<file path="src/rtl/uart_receiver.sv">
// Oversampling UART receive deserializer feeding the RX FIFO.
// Optional 2-of-3 majority sampling is enabled by defining MAJORITY_VOTE_EN.
module uart_receiver #(
  parameter int unsigned OVERSAMPLE  = 16,
  parameter int unsigned SYNC_STAGES = 2
) (
  input  logic       clk_i,
  input  logic       rst_i,
  input  logic       rx_i,
  input  logic       ov_tick_i,
  input  logic [1:0] data_width_i,
  input  logic [1:0] parity_mode_i,
  input  logic [1:0] stop_bits_i,
  input  logic       rx_fifo_full_i,
  output logic [7:0] data_rx_o,
  output logic       rx_fifo_write_o,
  output logic       parity_o,
  output logic       frame_error_o,
  output logic       overrun_error_o,
  output logic       busy_o
);

  localparam int unsigned TickW = $clog2(OVERSAMPLE);
  localparam int unsigned Half  = OVERSAMPLE / 2;

  typedef enum logic [2:0] {StIdle, StStart, StData, StParity, StStop, StDone} state_e;

  state_e             state_q, state_d;
  logic [TickW-1:0]   tick_q, tick_d;
  logic [2:0]         bit_cnt_q, bit_cnt_d;
  logic               stop_cnt_q, stop_cnt_d;
  logic [7:0]         shift_q, shift_d;
  logic               par_q, par_d;
  logic               frame_q, frame_d;
  logic [1:0]         width_q, width_d;
  logic [1:0]         pmode_q, pmode_d;
  logic               two_stop_q, two_stop_d;
  logic               rx_prev_q, rx_prev_d;
  logic [7:0]         data_q, data_d;
  logic               parity_q, parity_d;
  logic               fe_q, fe_d;

  logic [SYNC_STAGES-1:0] sync_q;
  logic                   rx_s;
  logic                   bit_stb;
  logic                   bit_val;

  always_ff @(posedge clk_i or posedge rst_i) begin
    if (rst_i) begin
      sync_q <= '1;
    end else begin
      sync_q <= {sync_q[SYNC_STAGES-2:0], rx_i};
    end
  end

  assign rx_s = sync_q[SYNC_STAGES-1];

`ifdef MAJORITY_VOTE_EN
  logic [1:0] vote_q;

  always_ff @(posedge clk_i or posedge rst_i) begin
    if (rst_i) begin
      vote_q <= 2'b11;
    end else if (ov_tick_i) begin
      if (tick_q == TickW'(Half - 2)) vote_q[0] <= rx_s;
      if (tick_q == TickW'(Half - 1)) vote_q[1] <= rx_s;
    end
  end

  // Third vote is the live sample; decision lands one tick after the centre.
  assign bit_stb = ov_tick_i && (tick_q == TickW'(Half));
  assign bit_val = (vote_q[0] & vote_q[1]) | (vote_q[0] & rx_s) | (vote_q[1] & rx_s);
`else
  assign bit_stb = ov_tick_i && (tick_q == TickW'(Half - 1));
  assign bit_val = rx_s;
`endif

  always_ff @(posedge clk_i or posedge rst_i) begin
    if (rst_i) begin
      state_q    <= StIdle;
      tick_q     <= '0;
      bit_cnt_q  <= '0;
      stop_cnt_q <= 1'b0;
      shift_q    <= '0;
      par_q      <= 1'b0;
      frame_q    <= 1'b0;
      width_q    <= '0;
      pmode_q    <= '0;
      two_stop_q <= 1'b0;
      rx_prev_q  <= 1'b1;
      data_q     <= '0;
      parity_q   <= 1'b0;
      fe_q       <= 1'b0;
    end else begin
      state_q    <= state_d;
      tick_q     <= tick_d;
      bit_cnt_q  <= bit_cnt_d;
      stop_cnt_q <= stop_cnt_d;
      shift_q    <= shift_d;
      par_q      <= par_d;
      frame_q    <= frame_d;
      width_q    <= width_d;
      pmode_q    <= pmode_d;
      two_stop_q <= two_stop_d;
      rx_prev_q  <= rx_prev_d;
      data_q     <= data_d;
      parity_q   <= parity_d;
      fe_q       <= fe_d;
    end
  end

  always_comb begin
    state_d    = state_q;
    tick_d     = ov_tick_i ? tick_q + TickW'(1) : tick_q;
    bit_cnt_d  = bit_cnt_q;
    stop_cnt_d = stop_cnt_q;
    shift_d    = shift_q;
    par_d      = par_q;
    frame_d    = frame_q;
    width_d    = width_q;
    pmode_d    = pmode_q;
    two_stop_d = two_stop_q;
    // Held high outside IDLE so a line still low right after DONE reads as a fresh start.
    rx_prev_d  = 1'b1;
    data_d     = data_q;
    parity_d   = parity_q;
    fe_d       = fe_q;

    unique case (state_q)
      StIdle: begin
        rx_prev_d = rx_s;
        if (rx_prev_q && !rx_s) begin
          state_d    = StStart;
          tick_d     = '0;
          width_d    = data_width_i;
          pmode_d    = parity_mode_i;
          two_stop_d = (stop_bits_i == 2'b01);
        end
      end
      StStart: begin
        if (bit_stb) begin
          if (!bit_val) begin
            state_d   = StData;
            bit_cnt_d = '0;
            shift_d   = '0;
            par_d     = 1'b0;
            frame_d   = 1'b0;
          end else begin
            state_d = StIdle;
          end
        end
      end
      StData: begin
        if (bit_stb) begin
          shift_d[bit_cnt_q] = bit_val;
          bit_cnt_d          = bit_cnt_q + 3'd1;
          // Last data bit index is width+4, i.e. {1, width}.
          if (bit_cnt_q == {1'b1, width_q}) begin
            state_d    = pmode_q[1] ? StStop : StParity;
            stop_cnt_d = 1'b0;
          end
        end
      end
      StParity: begin
        if (bit_stb) begin
          par_d   = bit_val;
          state_d = StStop;
        end
      end
      StStop: begin
        if (bit_stb) begin
          frame_d = frame_q | ~bit_val;
          if (two_stop_q && !stop_cnt_q) begin
            stop_cnt_d = 1'b1;
          end else begin
            state_d  = StDone;
            data_d   = shift_q;
            parity_d = pmode_q[1] ? 1'b0 : par_q;
            fe_d     = frame_q | ~bit_val;
          end
        end
      end
      StDone: begin
        state_d = StIdle;
      end
      default: begin
        state_d = StIdle;
      end
    endcase
  end

  assign data_rx_o       = data_q;
  assign parity_o        = parity_q;
  assign frame_error_o   = fe_q;
  assign rx_fifo_write_o = (state_q == StDone) && !rx_fifo_full_i;
  assign overrun_error_o = (state_q == StDone) && rx_fifo_full_i;
  assign busy_o          = (state_q == StData) || (state_q == StParity) ||
                           (state_q == StStop) || (state_q == StDone);

endmodule

</file>
<file path="config.mk">
export PLATFORM = sky130hd
export DESIGN_NAME = uart_receiver
export DESIGN_NICKNAME = d
export VERILOG_FILES = /design/src/rtl/uart_receiver.sv
export SDC_FILE = /design/constraint.sdc
export NUM_CORES = 1
export LEC_CHECK = 0
export ABC_AREA = 1
export CAP_MARGIN = 20
export CORE_ASPECT_RATIO = 1.25
export CORE_MARGIN = 10
export CORE_UTILIZATION = 40
export DETAILED_ROUTE_END_ITERATION = 12
export GPL_ROUTABILITY_DRIVEN = 0
export MAX_ROUTING_LAYER = met4
export SLEW_MARGIN = 30
export SYNTH_ARGS = -nofsm -noshare
export SYNTH_HDL_FRONTEND = slang
export SYNTH_SLANG_ARGS = --single-unit
</file>
<file path="constraint.sdc">
create_clock -name clk_i -period 1.7 [get_ports clk_i]
set_input_delay 0.255 -clock clk_i [delete_from_list [all_inputs] [get_ports clk_i]]
set_output_delay 0.255 -clock clk_i [all_outputs]
set_load 0.1 [all_outputs]
</file>
Word level (Yosys, flattened, before mapping)
Cells that the tools add are included.
- register bits after elaboration: 39
- bits of input ports: 11
- output and inout bits: 13
- logic and storage cells: 100
- add/subtract/negate cells: 2
- order comparisons: 2
- equal/unequal tests: 17
- mux-type cells: 37
- bitwise operators: 3
- reductions and logical operators: 24
- operators by type and width (cell ; count):
    $mux 3 ; 11
    $mux 8 ; 3
    $ne 2x2->1 const B ; 9
    $pmux 8 s2 ; 1
    $pmux 3 s5 ; 1
    $mux 4 ; 3
    $reduce_and 4->1 ; 3
    $mux 1 ; 11
    $bwmux 8 ; 1
    $reduce_bool 2->1 ; 4
    $reduce_and 7->1 ; 1
    $eq 3x2->1 const B ; 2
    $eq 3x3->1 const B ; 2
    $logic_and 1x1->1 ; 6
    $pmux 1 s2 ; 3
    $pmux 3 s2 ; 1
    $reduce_and 5->1 ; 1
    $add 4x1->4 const B ; 1
    $eq 4x3->1 const B ; 1
    $lt 3x4->1 const B ; 1
    $add 3x1->3 const B ; 1
    $demux 1 s3 ; 1
    $eq 3x1->1 const B ; 1
    $eq 3x3->1 ; 1
    10 further kinds ; 15

Logic depth before layout (Yosys ltp)
- word-level depth: 7
- gate-level depth with buffers: 9
- gate-level depth less buffers: 9

Worst setup path before layout
Ideal clock, no wire load.
- kind: register to output
- start point: register state_q[0]
- end point: output overrun_error_o
- arrival time: 1869 ps
- data required time: 1445 ps
- path slack: -424 ps
- stages on the path, launching flop included: 3
- buffers on the path: 0
- path through: dfrtp_1 -> nand3_1 -> nor2_1
- longest elaborated chain between the ends: 2
- RTL lines (element ; RTL line ; RTL):
    from (decl) ; 28 ; state_e state_q, state_d;
    from (signal assigned) ; 80 ; state_q <= StIdle;
    from (signal assigned) ; 95 ; state_q <= state_d;
    $eq 3x3->1 ; 196 ; assign overrun_error_o = (state_q == StDone) && rx_fifo_full_i;
    $logic_and 1x1->1 ; 196 ;
    to (decl) ; 19 ; output logic overrun_error_o,
Every way passes these cells.

Worst setup path in the final report
- start point: register state_q[2]
- end point: output overrun_error_o
Same word-level chain as after synthesis.

==> run metrics <==
status=finished, final reports clean; maximum root-to-sink buffer count=2; Setup-failing EPs final=0; CTS tree=built; Detailed Route WL=roughly 3.9 mm; layout filler cell count=between 400 and 500; count of final hold-check violations=0; synth top area cells=dfrtp_1, nand2_1, nand3_1; CP Max Fanout=4; syn nets=253; number of cell rows=28; drc violations=0; core footprint=approximately 4700 um2; total track usage=a little over a tenth; slew of the pin with the lowest slew margin=around 0.60 ns; # nets final=a little under 300; vias per inst=4.768; Peak VDD IR=approximately 1.1 mV; P per Cell Area=between 1000 and 1500 nW/um2; synthesized area per cell=around 8 um2; Top delay family on crit path=flip-flops; Area after DPL=~2400 um2; Setup Buffers After CTS=0; Starting Density=about two fifths; worst skew pair latency=0.29 ns; #FFs+latches synth=38; via count=1621; Async SR Flop Fraction=100.0%; area added between synthesis and finish=33.33%; CP Capture Type=output port; die area=between 7000 and 8000 um2; Final Skew=0.005640 ns; Final period util=between 90% and 100%; htree depth=2; CP Launch Type=flop; clock sinks=38; worst hold margin=between 0.3 and 0.4 ns; Cell Area, Synth=approximately 1900 um2; Distinct cells, synth=26; antenna-violating nets left=0; vias in the first global route=1584; CP bufs+invs=2; initial antenna violation count=0; Seq/Total Area, Yosys=49.67%; Synth warnings=0; max_slew headroom=~60%; # diodes=0; met1 GRT Util=about an eighth; global-route wire length before repair=between 6 and 7 mm; EDFF count, synth=0; Final Util=a little over half; Synth top area share=between 40% and 50%; Primary FF master, synth=dfrtp_1; DR iter-0 viols=80; Hold Crit Class=in2async; chip width=82.00 um; Clock Pin Slew Worst Setup and Hold Paths=0.07 ns; max frequency=609.5 MHz; critical path class=reg2out; max-cap viol count=0; Root Driver=clkbuf_8; most frequent cell after synthesis=nand2_1; critical-path cell list=buf_4, nand3_1, nor2_1, buf_12; I/O Buffers=22; largest net degree at the start of global routing=39; Synth area leader=dfrtp_1; leakage power=about 1.2 nW; top cells by count, synth=nand2_1, dfrtp_1, nand3_1, inv_1, nor2_1; drt wl/cell=~12 um; Die H=97.50 um; Data required, critical path=1.44 ns; drt pass-1 iters=4; TNS Setup=0 ns; RSZ-0062 raised after global routing=false; Slew Limit Fails=0; slowest CP cell=dfrtp_1; Global Route met2 Usage=about 17%; Ports=24; cts bufs inserted=5; share of layout cells above drive strength 1=20.71%; minimum clock period=between 1.5 and 2 ns; worst endpoint data arrival time=approximately 1.4 ns; GR Overflow Total=0; met3 usage=about 2.6%; Cells after Synth=240; post-DP HPWL=roughly 3.0 mm; Critical Path Max Stage Delay=around 0.4 ns; GRT Max-Usage Layer=met2; Final Cell Area=between 2000 and 3000 um2
==> placed cells by master (no fill, tap or decap), types with 2 or more instances in the layout <==
master            n
dfstp_2           3
buf_12           14
clkbuf_8          5
dfrtp_1          35
or2_2             2
o21ai_1           8
nor2_1           14
xor2_1            3
nand3_1          21
ha_1              2
nand4_1           7
o21ai_0          13
clkdlybuf4s50_1   9
clkbuf_1          2
nand2_1          87
nor2_4            2
inv_1            17
buf_4            16
inv_2             4
nand2_2           3
==> layer usage <==
metal	up-vias	wire, um	share of wire (%)
met1	741	1735	44
met2	28	1918	49
met5	-	0	0
met3	9	190	4.8
li1	843	-	-
met4	0	74	1.9
==> where the power goes <==
part / leakage, nW / switching [mW] / internal, mW
sequential: 0.493 / 0.149 / 1.09
combinational: 0.695 / 0.884 / 0.526
clock: 0.0524 / 0.303 / 0.439
==> area by class of cell <==
| class | instances | area, um2 | share of cell area (%) |
|---|---|---|---|
| Tap cell | 60 | 75.07 | 2.930 |
| Timing Repair Buffer | 39 | 490.5 | 19.14 |
| Sequential cell | 38 | 954.7 | 37.26 |
| Clock buffer | 7 | 76.32 | 2.979 |
| Inverter | 22 | 85.08 | 3.320 |
| Multi-Input combinational cell | 173 | 850.8 | 33.20 |
| Clock inverter | 1 | 30.03 | 1.172 |
==> metrics by stage <==
step	total power, mW	instances	setup slack (ns)
CTS	3.415	340	0.05342
detailed placement	2.636	332	-0.09532
floorplan	2.174	240	-0.4242
finish	3.391	340	0.05944
global route	3.629	340	0.002626
global placement	2.602	332	-0.08321
==> flip-flops by register name, indices dropped and copies added (netlist names), 2 cells and up <==
register	flops
sync_q	2
shift_q	8
tick_q	4
width_q	2
bit_cnt_q	3
data_rx_o	8
state_q	3
==> kinds of logic after synthesis <==
logic type | Yosys count | synth area share [%]
DFF | 38 | 49.67
adders and majority gates | 2 | 1.302
buffers and inverters | 29 | 7.226
muxes | 1 | 0.5209
AOI/OAI and AO/OA | 23 | 6.315
and+or+nand+nor | 144 | 33.59
xor gates and xnor gates | 3 | 1.367
==> what timing repair did <==
action                                  4_1_cts  5_1_grt
resized for setup                             2        2
endpoints found under the setup margin        1        5
hold buffers                                  0        0
endpoints found under the hold margin         0        0
==> tightest hold or removal path, cell delays in order <==
cell and delay (ns):
clkdlybuf4s50_1 0.40, inv_1 0.09, buf_12 0.23
==> worst paths after layout <==
kind	from	end	slack [ns]	depth (start not counted)
max	state_q[2]$_DFFE_PP0P_	overrun_error_o	0.06	4
min	rst_i	width_q[0]$_DFFE_PP0P_	0.32	3
max reg2reg	bit_cnt_q[1]$_DFFE_PP0P_	state_q[1]$_DFFE_PP0P_	0.19	7
min reg2reg	sync_q[0]$_DFF_PP1_	sync_q[1]$_DFF_PP1_	0.36	0
max in group asynchronous	rst_i	sync_q[0]$_DFF_PP1_	1.13	3
min in group clk_i	sync_q[0]$_DFF_PP1_	sync_q[1]$_DFF_PP1_	0.36	0
No activity file was read; power rests on OpenSTA's default activity.
